[config.mk]
export PLATFORM = sky130hd
export DESIGN_NAME = npc_ctrl
export DESIGN_NICKNAME = d
export VERILOG_FILES = /design/src/rtl/npc_pkg.sv /design/src/rtl/npc_target.sv /design/src/rtl/npc_ctrl.sv
export SDC_FILE = /design/constraint.sdc
export NUM_CORES = 1
export LEC_CHECK = 0
export BUFFER_PORTS_ARGS = -buffer_cell sky130_fd_sc_hd__buf_2
export CORE_MARGIN = 10
export CORE_UTILIZATION = 50
export CTS_CLUSTER_DIAMETER = 80
export DETAILED_ROUTE_END_ITERATION = 8
export PLACE_DENSITY = 0.74
export SYNTH_ARGS = -nofsm -noshare
export SYNTH_HDL_FRONTEND = slang
export SYNTH_SLANG_ARGS = --single-unit
export TNS_END_PERCENT = 30
[constraint.sdc]
create_clock -name clk -period 4.54 [get_ports clk]
set_clock_uncertainty 0.05 [all_clocks]
set_input_delay 0.908 -clock clk [delete_from_list [all_inputs] [get_ports clk]]
set_output_delay 0.908 -clock clk [all_outputs]
set_load 0.05 [all_outputs]
[src/rtl/npc_pkg.sv]
// Shared types and defaults for the next-PC sequencer.
package npc_pkg;

  typedef enum logic {
    RUN  = 1'b0,
    SLOT = 1'b1
  } state_t;

  typedef enum logic [1:0] {
    CTI_NONE = 2'd0,
    CTI_BR   = 2'd1,
    CTI_J    = 2'd2,
    CTI_JR   = 2'd3
  } cti_sel_t;

  localparam logic [31:0] RESET_PC_DEF   = 32'h0000_3000;
  localparam logic [31:0] EXC_VECTOR_DEF = 32'h0000_4180;

endpackage

[src/rtl/npc_target.sv]
// Combinational control-transfer target and priority select (jr > jump > branch).
module npc_target
  import npc_pkg::*;
(
  input  logic [31:0] pc_in,
  input  logic        br_taken,
  input  logic [15:0] br_offset,
  input  logic        jump,
  input  logic [25:0] jump_index,
  input  logic        jr,
  input  logic [31:0] jr_target,
  output logic [31:0] pc4,
  output logic [31:0] target,
  output cti_sel_t    sel
);

  logic signed [31:0] br_disp;
  logic        [31:0] br_tgt;
  logic        [31:0] j_tgt;

  assign pc4     = pc_in + 32'd4;
  assign br_disp = {{14{br_offset[15]}}, br_offset, 2'b00};
  assign br_tgt  = pc4 + $unsigned(br_disp);
  assign j_tgt   = {pc4[31:28], jump_index, 2'b00};

  always_comb begin
    sel    = CTI_NONE;
    target = pc4;
    if (jr) begin
      sel    = CTI_JR;
      target = jr_target;
    end else if (jump) begin
      sel    = CTI_J;
      target = j_tgt;
    end else if (br_taken) begin
      sel    = CTI_BR;
      target = br_tgt;
    end
  end

endmodule

[src/rtl/npc_ctrl.sv]
// Next-PC sequencer: delay-slot FSM, exception entry/return (EPC/BD/EXL) and newpc mux.
module npc_ctrl
  import npc_pkg::*;
#(
  parameter logic [31:0] RESET_PC   = RESET_PC_DEF,
  parameter logic [31:0] EXC_VECTOR = EXC_VECTOR_DEF,
  parameter int          DELAY_SLOT = 1
) (
  input  logic        clk,
  input  logic        reset,
  input  logic [31:0] pc_in,
  input  logic        stall,
  input  logic        br_taken,
  input  logic [15:0] br_offset,
  input  logic        jump,
  input  logic [25:0] jump_index,
  input  logic        jr,
  input  logic [31:0] jr_target,
  input  logic        exc_req,
  input  logic        eret,
  output logic [31:0] newpc,
  output logic [31:0] epc,
  output logic        bd,
  output logic        exl,
  output logic        slot_pending
);

  state_t      state_q, state_d;
  logic [31:0] tgt_q, tgt_d;
  logic [31:0] epc_q, epc_d;
  logic        bd_q, bd_d;
  logic        exl_q, exl_d;

  logic [31:0] pc4;
  logic [31:0] target;
  cti_sel_t    sel;

  npc_target u_target (
    .pc_in      (pc_in),
    .br_taken   (br_taken),
    .br_offset  (br_offset),
    .jump       (jump),
    .jump_index (jump_index),
    .jr         (jr),
    .jr_target  (jr_target),
    .pc4        (pc4),
    .target     (target),
    .sel        (sel)
  );

  always_ff @(posedge clk or negedge reset) begin
    if (!reset) begin
      state_q <= RUN;
      tgt_q   <= '0;
      epc_q   <= '0;
      bd_q    <= 1'b0;
      exl_q   <= 1'b0;
    end else begin
      state_q <= state_d;
      tgt_q   <= tgt_d;
      epc_q   <= epc_d;
      bd_q    <= bd_d;
      exl_q   <= exl_d;
    end
  end

  always_comb begin
    newpc   = pc4;
    state_d = state_q;
    tgt_d   = tgt_q;
    epc_d   = epc_q;
    bd_d    = bd_q;
    exl_d   = exl_q;
    if (!reset) begin
      newpc = RESET_PC;
    end else if (exc_req && !exl_q) begin
      // In a delay slot the faulting context is the branch one word back.
      newpc   = EXC_VECTOR;
      exl_d   = 1'b1;
      state_d = RUN;
      epc_d   = (state_q == SLOT) ? (pc_in - 32'd4) : pc_in;
      bd_d    = (state_q == SLOT);
    end else if (stall) begin
      newpc = pc_in;
    end else if (eret && exl_q) begin
      newpc   = epc_q;
      exl_d   = 1'b0;
      bd_d    = 1'b0;
      state_d = RUN;
    end else if (state_q == SLOT) begin
      newpc   = tgt_q;
      state_d = RUN;
    end else if (sel != CTI_NONE) begin
      if (DELAY_SLOT != 0) begin
        tgt_d   = target;
        state_d = SLOT;
      end else begin
        newpc = target;
      end
    end
  end

  assign epc          = epc_q;
  assign bd           = bd_q;
  assign exl          = exl_q;
  assign slot_pending = (state_q == SLOT);

endmodule
== Yosys cells after proc, flatten, opt, wreduce, memory -nomap -nowiden ==
Index checks and enable logic that the tools add are counted.

* $add $sub $neg: 3
* Multipliers: 0
* Div/mod/pow operators: 0
* Order comparisons: 0
* Equality and inequality tests: 1
* Shifts and indexed selects: 0
* Multiplexer cells: 21
* Bitwise operators: 4
* Reduce and logical (&&, ||, !) cells: 9

{| class="wikitable"
|+ Operators by type and width
! cell !! count
|-
| $mux W32 || 9
|-
| $add A32 B3 Y32 const B || 1
|-
| $add A32 B32 Y32 || 1
|-
| $sub A32 B3 Y32 const B || 1
|-
| $mux W1 || 10
|-
| $reduce_and A6 Y1 || 1
|-
| $mux W2 || 2
|-
| $not A1 Y1 || 4
|-
| $reduce_and A2 Y1 || 2
|-
| $reduce_bool A2 Y1 || 2
|-
| $reduce_and A3 Y1 || 1
|-
| $logic_and A1 B1 Y1 || 2
|-
| $ne A2 B1 Y1 const B || 1
|-
| $logic_not A1 Y1 || 1
|}

* Flip-flop bits (word level): 67
* Bits in latches: 0
* Memory bits (writable): 0
* Memory bits (read-only): 0
* Input port bits: 114
* Output and inout bits: 67
* Memories kept: 0

== Depth between registers and ports, before layout ==
* Depth after elaboration: 9
* Depth in mapped cells: 15
* Gate-level depth less buffers: 14

== By module ==
From an unflattened synthesis, not the netlist that was laid out.

* Cells, all modules: 930
* Area total of the unflattened synthesis: 7209.4 um2

{| class="wikitable"
|+ Modules (own cells, without submodules)
! module !! instances !! cells an instance !! area each (um2) !! sequential area each (um2)
|-
| npc_ctrl || 1 || 475 || 4232.8 || 1676.6
|-
| npc_target || 1 || 455 || 2976.6 || 0.0
|}

== Worst setup path before layout ==
Ideal clock, no wire load.

* Path type: input to output
* Start point: input port pc_in[15]
* End point: output port newpc[31]
* Arrival time: 3.458 ns
* Slack: 0.124 ns
* Stages on the path: 8
* Buffers on the path: 1
* Cells stage by stage: buf_2 > and4_1 > nand3_1 > nor4_4 > xnor2_1 > a211oi_1 > a211oi_1 > nor3_1

* Cells in the longest elaborated chain, start to end: 6

{| class="wikitable"
|+ Ends and longest elaborated chain
! element !! RTL line !! source
|-
| start: declaration || npc_ctrl.sv:11 || <nowiki>input logic [31:0] pc_in,</nowiki>
|-
| $add A32 B3 Y32 || npc_target.sv:21 || <nowiki>assign pc4 = pc_in + 32'd4;</nowiki>
|-
| $mux W32 || npc_ctrl.sv:90 || <nowiki>end else if (state_q == SLOT) begin</nowiki>
|-
| $mux W32 || npc_ctrl.sv:85 || <nowiki>end else if (eret && exl_q) begin</nowiki>
|-
| $mux W32 || npc_ctrl.sv:83 || <nowiki>end else if (stall) begin</nowiki>
|-
| $mux W32 || npc_ctrl.sv:76 || <nowiki>end else if (exc_req && !exl_q) begin</nowiki>
|-
| $mux W32 || npc_ctrl.sv:74 || <nowiki>if (!reset) begin</nowiki>
|-
| end: declaration || npc_ctrl.sv:21 || <nowiki>output logic [31:0] newpc,</nowiki>
|}

No other way between the ends.

== Final worst setup path ==
* Start point: input port pc_in[2]
* End point: register tgt_q[29]

* Cells in the longest elaborated chain, start to end: 5

{| class="wikitable"
|+ Ends and longest elaborated chain
! element !! RTL line !! source
|-
| $add A32 B3 Y32 * || npc_target.sv:21 ||
|-
| $add A32 B32 Y32 || npc_target.sv:23 || <nowiki>assign br_tgt = pc4 + $unsigned(br_disp);</nowiki>
|-
| $mux W32 || npc_target.sv:35 || <nowiki>end else if (br_taken) begin</nowiki>
|-
| $mux W32 * || npc_target.sv:32 || <nowiki>end else if (jump) begin</nowiki>
|-
| $mux W32 * || npc_target.sv:29 || <nowiki>if (jr) begin</nowiki>
|-
| end signal: assignment || npc_ctrl.sv:60 || <nowiki>tgt_q <= tgt_d;</nowiki>
|-
| end: declaration || npc_ctrl.sv:29 || <nowiki>logic [31:0] tgt_q, tgt_d;</nowiki>
|}

Every way passes the cells marked *; elsewhere a longest branch is shown, timed or not.
A chain may end at the register's enable or synchronous reset.

==> flow_summary_export.csv <==
group,metric,value,unit
status,status,"finished clean",
cts,cts_setup_buffers,0,
synth,yosysTopAreaCell,"dfrtp_1",
routing,antenna_left,0,
sta,fmax,0.2359,GHz
hold_path,hold_class,"in2async",
final_layout,area_growth,19.18,%
power_and_ir_drop,clockPowerShare,18.4,%
final_layout,final_cell_mix,"180 x buf_2, 112 x nor2_1, 84 x a21oi_1",
grt,grt_pass1_wl,39670,um
routing,vias,7894,
power_and_ir_drop,ir_worst_vdd,0.2305,mV
synth,synth_edf_count,0,
routing,vias_per_cell,6.072,
floorplanning,die_w,140.0,um
setup_path,crit_fanout,6,
routing,drc,0,
job,maxCapViolations,0,
grt,first_global_vias,7277,
place,dp.cells,1284,
sta,fin_crit_sh,93.35,%
floorplanning,start_util,51.49,%
power_and_ir_drop,p_leak,0.004097,uW
sta,setup_violations,0,
cts,clock-root-buffer,"clkbuf_16",
setup_path,crit_slowest_cell,"or4_1",
setup_path,required,4.70,ns
routing,first_pass_iters,5,
final_layout,drive_gt1_share,21.98,%
final_layout,layout_commonest_cell,"buf_2",
routing,drtIter0Drc,946,
setup_path,crit_buf_inv,2,
cts,cts_tree,"built",
power_and_ir_drop,seqPwrFrac,29.3,%
cts,path_clk_slew,0.06,ns
power_and_ir_drop,power_density,426.3,nW/um^2
grt,antenna_found_initial,2,
final_layout,fin_area,8584,um^2
cts,clock-sinks,67,
power_and_ir_drop,pwr-share-comb,52.3,%
synth,ys.flop_type,"dfrtp_1",
synth,synth_nets,1117,
setup_path,worst_setup_path_end_kind,"flip-flop",
power_and_ir_drop,p_int,1850,uW
grt,grt_usage,24.57,%
grt,gr-total-overflow,0,
sta,whs,0.3280,ns
sta,fin_setup_tns,0,ns
synth,ys_seq_elements,67,
synth,synth_seq_area_share,23.28,%
floorplanning,die_area,19610,um^2
place,routabilityCongestion,1.004,
routing,routed_wl,25240,um
setup_path,rr_worst_depth,8,
setup_path,crit_family,"compound AO/OA/AOI/OAI gates",
power_and_ir_drop,p_sw,1809,uW
synth,synth_cell_type_count,64,
sta,finalHoldViolCount,0,
sta,final_max_slew_viol_count,0,
synth,synthTopCellsByArea,"dfrtp_1 23%, ha_1 6.4%, a21oi_1 5.8%, nor2_1 5.8%, xnor2_1 5.5%",
place,port_buffers,180,
synth,yosysWarnings,0,
floorplanning,rows,43,
sta,min_period,4.238,ns
cts,hold_buffers,0,
floorplanning,io_pins,181,
setup_path,startpoint,"pc_in[2]",
grt,grt_max_degree,65,
sta,rsz0062_at_grt,"no",
setup_path,cp.depth,16,
floorplanning,die_h,140.0,um
final_layout,fin_cells,1300,
power_and_ir_drop,netSwitchingFraction,49.44,%
setup_path,r2r_start,"slot_pending",
cts,cts_buffer_depth,2,
final_layout,layout.nets,1267,
sta,slew_headroom,29.83,%
sta,worst_pin_slew,1.049,ns
setup_path,worst-setup-path-type,"in2reg",
cts,clock_latency,0.34,ns
routing,wl_per_cell,19.41,um
synth,synth_top_cell_area_share,23.28,%
floorplanning,core,13990,um^2
setup_path,crit_chain,"buf_2, ha_1, nand4_1, nor3_1, buf_4, nand3_1, xnor2_1, ha_1, nor3_1, a211oi_1, nand3_1, o21ai_0, a41oi_1, or4_1, a41oi_1, o31ai_1",
setup_path,worstSetupStartpointType,"input pin",
place,place_hpwl,19760,um
setup_path,critical-path-max-stage-delay,0.58,ns
cts,cts_buffers,9,
synth,syn_area,7203,um^2
setup_path,arrival,4.40,ns
cts,cts_htree_levels,3,
place,dpl_cell_area,8295,um^2
synth,async_flop_share,100.0,%
synth,avgSynthCellArea,7.464,um^2
synth,syn-instance-count,965,
## area by class of cell
class	instances	area, um^2
fillers	1317	5404
multi-input cells	793	5124
flip-flops and latches	67	1677
repair buffers	216	1171
clock buffers	13	270.3
well taps	180	225.2
inverters	28	105.1
clock inverters	2	10.01
diodes	1	2.502
## synth_stat cells (28+ instances only)
master	instances
nor2_1	112
a211oi_1	35
o21ai_0	68
nand2_1	80
mux2i_1	37
dfrtp_1	67
nand3_1	32
xnor2_1	45
ha_1	37
inv_1	28
a21oi_1	84
clkbuf_1	57
xor2_1	32
## cells by family (layout without fill, tap and decap cells)
group / after synthesis / in the layout / synth area share, %
AO/OA/AOI/OAI: 289 / 289 / 25.15
XOR/XNOR: 77 / 77 / 9.363
adder cells (fa/ha/maj): 38 / 38 / 6.705
buffers and inverters: 105 / 259 / 5.750
flip-flops: 67 / 67 / 23.28
multiplexers: 40 / 40 / 5.611
other: 0 / 1 / 0
AND/OR/NAND/NOR: 349 / 349 / 24.14
## flip-flops by register name (all words and copies together) (netlist names)
register      count
slot_pending      1
tgt_q            32
exl               1
bd                1
epc              32
## metal layers
layer  share of wire, %  wire, um  track usage (%)  up-vias
met3                 11      2881            6.085       28
met1                 44     11130            34.80     3648
met4                1.5       366            7.554        2
met2                 43     10850            35.68      415
li1                   -         -                -     3801
met5              0.052        13                0        -
## through the flow
step | setup WS, ns | util (%) | total power [uW]
after floorplan | 0.1243 | - | 2405
after global placement | 0.1929 | 59.30 | 2934
after detailed placement | 0.09689 | 59.30 | 2968
after CTS | 0.2735 | 61.31 | 3641
after global routing | 0.1123 | 61.37 | 3863
final | 0.3018 | 61.37 | 3659
## power groups by stage
| stage | clock (uW) | combinational, uW | sequential [uW] |
|---|---|---|---|
| 6_report | 673 | 1910 | 1070 |
| 5_1_grt | 697 | 2070 | 1100 |
| 4_1_cts | 676 | 1900 | 1060 |
| 3_5_place_dp | 0 | 1900 | 1070 |
| 3_3_place_gp | 0 | 1870 | 1060 |
| 2_1_floorplan | 0 | 982 | 1420 |
## repair_timing
item                                    CTS  global route
resized for setup                         0             1
hold endpoints to repair                  0             0
endpoints found under the setup margin    0             1
## final timing paths
kind                             end  slack (ns)
max                        tgt_q[29]        0.30
min                              exl        0.33
max reg2reg                tgt_q[30]        1.59
min reg2reg                 tgt_q[4]        0.45
max in group asynchronous    epc[30]        2.87
min in group clk            tgt_q[4]        0.45
## worst reg2reg max path, stage by stage, from the launching register on
cell	delay (ns)
dfrtp_1	0.37
buf_4	0.20
a21oi_1	0.29
and3_1	0.61
and2_1	0.68
nor2_1	0.08
a31oi_1	0.16
o221ai_1	0.13
a311oi_1	0.27
No activity file was read; power rests on OpenSTA's default activity.
